===== config.mk =====
export PLATFORM = sky130hd
export DESIGN_NAME = button_conditioner
export DESIGN_NICKNAME = d
export VERILOG_FILES = /design/src/rtl/button_conditioner.sv
export SDC_FILE = /design/constraint.sdc
export NUM_CORES = 1
export LEC_CHECK = 0
export BUFFER_PORTS_ARGS = -buffer_cell sky130_fd_sc_hd__buf_2
export CAP_MARGIN = 25
export CELL_PAD_IN_SITES_DETAIL_PLACEMENT = 2
export CELL_PAD_IN_SITES_GLOBAL_PLACEMENT = 2
export CORE_MARGIN = 2
export CORE_UTILIZATION = 36
export DETAILED_ROUTE_END_ITERATION = 6
export PLACE_DENSITY = 0.72
export SLEW_MARGIN = 20
export SYNTH_ARGS = -nofsm -noshare
export SYNTH_HDL_FRONTEND = slang
export SYNTH_SLANG_ARGS = --single-unit

===== constraint.sdc =====
create_clock -name clk_in -period 2.3 [get_ports clk_in]
set_input_delay 0 -clock clk_in [delete_from_list [all_inputs] [get_ports clk_in]]
set_output_delay 0 -clock clk_in [all_outputs]
set_load 0.1 [all_outputs]

===== src/rtl/button_conditioner.sv =====
// Push-button conditioner: 2-FF synchronizer, debounce counter, debounced level,
// and one-cycle press / release / long-press pulses in the clk_in domain.
module button_conditioner #(
    parameter bit          ACTIVE_LOW        = 1'b1,
    parameter int unsigned DEBOUNCE_CYCLES   = 1_250_000,
    parameter int unsigned LONG_PRESS_CYCLES = 125_000_000
) (
    input  logic clk_in,
    input  logic reset,
    input  logic button_raw,
    output logic pressed,
    output logic press_pulse,
    output logic release_pulse,
    output logic long_press_pulse,
    output logic long_held
);

    localparam int unsigned     DebW        = $clog2(DEBOUNCE_CYCLES);
    localparam int unsigned     HoldW       = $clog2(LONG_PRESS_CYCLES + 1);
    localparam logic [DebW-1:0] DebLast     = DebW'(DEBOUNCE_CYCLES - 1);
    localparam logic [HoldW-1:0] HoldMax    = HoldW'(LONG_PRESS_CYCLES);
    localparam logic [HoldW-1:0] HoldOne    = HoldW'(1);
    // Pin level seen while the button is not pressed.
    localparam logic            PinReleased = ACTIVE_LOW;

    logic             sync1_q, sync2_q;
    logic             norm;
    logic [DebW-1:0]  deb_cnt_q, deb_cnt_d;
    logic             pressed_q, pressed_d;
    logic             press_pulse_q, press_pulse_d;
    logic             release_pulse_q, release_pulse_d;
    logic [HoldW-1:0] hold_cnt_q, hold_cnt_d;
    logic             long_pulse_q, long_pulse_d;
    logic             long_held_q, long_held_d;

    // Two-stage synchronizer; resets to the released pin level.
    always_ff @(posedge clk_in or posedge reset) begin
        if (reset) begin
            sync1_q <= PinReleased;
            sync2_q <= PinReleased;
        end else begin
            sync1_q <= button_raw;
            sync2_q <= sync1_q;
        end
    end

    assign norm = sync2_q ^ ACTIVE_LOW;

    // Debounce: accept a new level only after DEBOUNCE_CYCLES consecutive mismatches.
    always_comb begin
        pressed_d = pressed_q;
        deb_cnt_d = deb_cnt_q;
        if (norm == pressed_q) begin
            deb_cnt_d = '0;
        end else if (deb_cnt_q == DebLast) begin
            pressed_d = norm;
            deb_cnt_d = '0;
        end else begin
            deb_cnt_d = deb_cnt_q + 1'b1;
        end
    end

    // Edge pulses are registered with the level so they cover its first cycle.
    always_comb begin
        press_pulse_d   = pressed_d & ~pressed_q;
        release_pulse_d = ~pressed_d & pressed_q;
    end

    // Hold counter: number of cycles pressed has been high, counting the first as 1.
    always_comb begin
        hold_cnt_d = hold_cnt_q;
        if (!pressed_d) begin
            hold_cnt_d = '0;
        end else if (!pressed_q) begin
            hold_cnt_d = HoldOne;
        end else if (hold_cnt_q != HoldMax) begin
            hold_cnt_d = hold_cnt_q + 1'b1;
        end
    end

    // Long-press level and its one-shot rising-edge pulse.
    always_comb begin
        long_held_d  = pressed_d && (hold_cnt_d == HoldMax);
        long_pulse_d = long_held_d && !long_held_q;
    end

    // Debounce and output state; reset drops everything without a release pulse.
    always_ff @(posedge clk_in or posedge reset) begin
        if (reset) begin
            deb_cnt_q       <= '0;
            pressed_q       <= 1'b0;
            press_pulse_q   <= 1'b0;
            release_pulse_q <= 1'b0;
            hold_cnt_q      <= '0;
            long_pulse_q    <= 1'b0;
            long_held_q     <= 1'b0;
        end else begin
            deb_cnt_q       <= deb_cnt_d;
            pressed_q       <= pressed_d;
            press_pulse_q   <= press_pulse_d;
            release_pulse_q <= release_pulse_d;
            hold_cnt_q      <= hold_cnt_d;
            long_pulse_q    <= long_pulse_d;
            long_held_q     <= long_held_d;
        end
    end

    assign pressed          = pressed_q;
    assign press_pulse      = press_pulse_q;
    assign release_pulse    = release_pulse_q;
    assign long_press_pulse = long_pulse_q;
    assign long_held        = long_held_q;

endmodule


==> results by group <==
Hold path
  – Hold worst-path end: sync1_q
  – Worst Hold Class: in -> reg
  – Min-delay src: button_raw
  – WHS Path Cells: 2

CTS
  – Reg clk slew, reported paths: 0.11 ns
  – Clock insertion delay at the later pin of the skew report: 0.32 ns
  – Max Root-Sink Buffers: 2
  – H-tree levels: 2
  – CTS tree: built
  – Clk sink count: 55
  – Clk Tree Root Cell: clkbuf_8
  – TritonCTS buffer count: 5

Place
  – Number of port buffers: 7
  – DP Area: 3490 µm²
  – Post-placement setup slack: -0.162 ns
  – Post-DP HPWL: 6870 µm
  – Placed insts: 467
  – Gpl congestion: 0.763

Timing
  – Worst hold slack: 0.314 ns
  – Maximum clock rate: 417 MHz
  – Post-route clock period utilization: 1.04
  – Max Slew Vio Count: 0
  – Setup ws final: -0.0971 ns
  – Endpoints failing setup: 2
  – Unrepaired setup endpoints after global routing: yes
  – Tmin final: 2.40 ns
  – Clk_skew: 0.00902 ns
  – Setup TNS: -0.130 ns
  – Final Hold Violating Endpoints: 0
  – Actual slew at the worst max-slew pin: 0.762 ns
  – Max transition margin: 0.491

Global route
  – Total grt overflow: 0
  – First-pass GRT wire length: 16200 µm
  – Initial antenna violation count: 0
  – Tot GR Track Use: 0.235
  – Via count of the first global-routing pass: 2993
  – Largest net degree at the start of global routing: 34

Routing
  – DR WL met3: 257 µm
  – Met2 Routed Length: 5370 µm
  – Routed length per instance: 21.1 µm
  – Routed via count: 2661
  – Vias per cell: 5.38
  – Residual DRC: 0
  – Routed wire length: 10400 µm
  – Met1 WL: 4700 µm
  – DR iter-0 viols: 101
  – Detailed-router iteration count before antenna repair: 4
  – Highest routed layer: met4
  – Detail Route Antenna Nets: 0

Power
  – Clock Power Share: 0.364
  – P_int: 1.22 mW
  – Reg power frac: 0.603
  – Peak VDD IR: 391 µV
  – Logic gate share of total power: 0.033
  – Net Sw Frac: 0.251
  – Power Density: 418 nW/µm²
  – Net Switching: 0.408 mW
  – Pleak: 1.61 nW
  – Overall power: 1.63 mW

Critical path
  – Worst reg2reg setup slack: -0.1 ns
  – CP Capture Type: flop
  – Slowest CP cell: or4_1
  – Worst Setup Path Type: reg -> reg
  – Critical path, cell by cell: nand4_1 > buf_4 > or4_1 > or3_1 > a21oi_1 > nand4_1 > nor4_2
  – Worst EP arrival: 2.62 ns
  – Reg-to-Reg Start: hold_cnt_q[13]
  – Slowest stage delay, CP: 0.53 ns
  – Worst Reg-to-Reg Cells: 7
  – Critical Path Source Type: flop
  – Most frequent CP cell: nand4_1
  – Worst EP required: 2.52 ns
  – Max FO, Critical Path: 3
  – Worst reg2reg path endpoint: long_press_pulse

Floorplan
  – Die width: 95.6 µm
  – Initial Util: 0.369
  – Chip height: 95.6 µm
  – Core Area: 8180 µm²
  – Die ar.: 9140 µm²
  – # IOs: 8
  – Standard-cell rows: 33

Final layout
  – ANT cells: 0
  – Final core occ: 0.476
  – Area delta synth->final: 28.7%
  – Nets: 395
  – Fraction of layout cells with a size suffix above 1: 0.287
  – Final instance area: 3890 µm²
  – Non-filler cells, final: 495

Synth
  – Post-synth EDFFs: 0
  – Seq cells post-synth: 55
  – Synth area leaders: dfrtp_1 44%, nor2_1 6.6%, xnor2_1 6.4%
  – Leading area contributor after synthesis: dfrtp_1
  – Library cells used by synthesis: 49
  – Register area share after synthesis: 0.457
  – Synthesized net count: 330
  – Syn_area_per_cell: 9.32 µm²
  – Async SR Flop Fraction: 1.00
  – Post-synthesis cell area: 3020 µm²
  – Synth top area share: 0.439
  – Top_reg_cell synth: dfrtp_1
  – Gate Count Post-Synth: 324
  – Warnings, synthesis: 0

Status
  – Failing checks: negative setup slack
  – Result of the run: finished with violations

Job
  – Max Cap Viol: 0
timing repair:
item,CTS,global route
pin swaps,9,11
resized for setup,22,11
setup buffers,10,8
hold buffers,2,0
endpoints found under the setup margin,51,4
cloned,1,0
hold endpoints to repair,30,0
synth_stat cells, types with 2 or more instances:
| cell type | number |
|---|---|
| dfstp_2 | 2 |
| xnor2_1 | 22 |
| nor3_1 | 11 |
| nand4_1 | 15 |
| nand3_1 | 20 |
| buf_2 | 7 |
| dfrtp_1 | 53 |
| nand3b_1 | 2 |
| or4_1 | 4 |
| nor4_2 | 2 |
| nand4b_1 | 2 |
| a21oi_1 | 6 |
| or3_1 | 7 |
| or4b_2 | 2 |
| nor4_1 | 7 |
| buf_4 | 2 |
| ha_1 | 3 |
| a31oi_1 | 2 |
| and2_1 | 5 |
| clkbuf_1 | 6 |
| a211oi_1 | 2 |
| nand2_1 | 24 |
| o21ai_0 | 5 |
| and3_1 | 6 |
| inv_1 | 9 |
| nor2_1 | 53 |
| xor2_1 | 21 |
| o21ai_2 | 2 |
| mux2i_1 | 2 |
area by class of cell:
class / count / area (µm²)
well taps: 105 / 131
fillers: 893 / 4290
inverters: 9 / 33.8
repair buffers: 74 / 598
multi-input cells: 244 / 1650
clock inverters: 3 / 27.5
clock buffers: 5 / 68.8
flip-flops and latches: 55 / 1380
how the worst max path moves through the flow:
| stage | from | end | cells past startpoint |
|---|---|---|---|
| after global routing | hold_cnt_q[2] | long_press_pulse | 7 |
| after global placement | deb_cnt_q[18] | hold_cnt_q[0] | 6 |
| after detailed placement | deb_cnt_q[18] | hold_cnt_q[0] | 6 |
| after CTS | hold_cnt_q[1] | long_press_pulse | 7 |
| final | hold_cnt_q[13] | long_press_pulse | 7 |
| after floorplan | hold_cnt_q[7] | long_press_pulse | 7 |
cells in the final DEF, fill, tap and decap left out, types with 3 or more instances in the layout:
cell       n
buf_4     57
nor2_1    53
dfrtp_1   52
nand2_1   23
xnor2_1   22
xor2_1    21
nand3_1   18
nand4_1   15
nor3_1    10
or3_1      7
buf_2      7
and3_1     6
inv_1      6
a21oi_1    6
buf_6      6
nor4_1     5
o21ai_0    5
clkbuf_8   5
and2_1     4
or4_1      3
or4b_4     3
inv_2      3
nor4_4     3
critical path: cells and delay by family (launching register included):
family | cells | cell delay, ns
AOI/OAI and AO/OA | 1 | 0.22
buffers and inverters | 1 | 0.18
DFF | 1 | 0.42
and+or+nand+nor | 5 | 1.49
flip-flops by register name, indices dropped and copies added, names as in the netlist:
| signal | flops |
|---|---|
| hold_cnt_q | 27 |
| deb_cnt_q | 21 |
| long_held | 1 |
| long_press_pulse | 1 |
| press_pulse | 1 |
| pressed | 1 |
| release_pulse | 1 |
| sync1_q | 1 |
| sync2_q | 1 |
per-layer routing:
layer	up-vias	track usage
met2	29	0.399
met4	0	0.0536
li1	1259	-
met5	-	0
met3	10	0.0253
met1	1363	0.322
cells by family after synthesis:
logic type      share of synthesized area
simple gates                        0.305
mux                               0.00663
xor+xnor                            0.125
compound gates                     0.0580
buf+inv                            0.0369
fa+ha+maj                          0.0124
flops                               0.457
power groups by stage:
stage	logic, mW	registers [mW]	clock network, mW
after floorplan	0.0267	0.997	0
after global placement	0.0431	0.999	0
after detailed placement	0.0461	0.999	0
after CTS	0.0554	0.981	0.613
after global routing	0.0599	0.983	0.644
final	0.0530	0.981	0.592
Note: power is estimated with default switching activity, not from simulation.
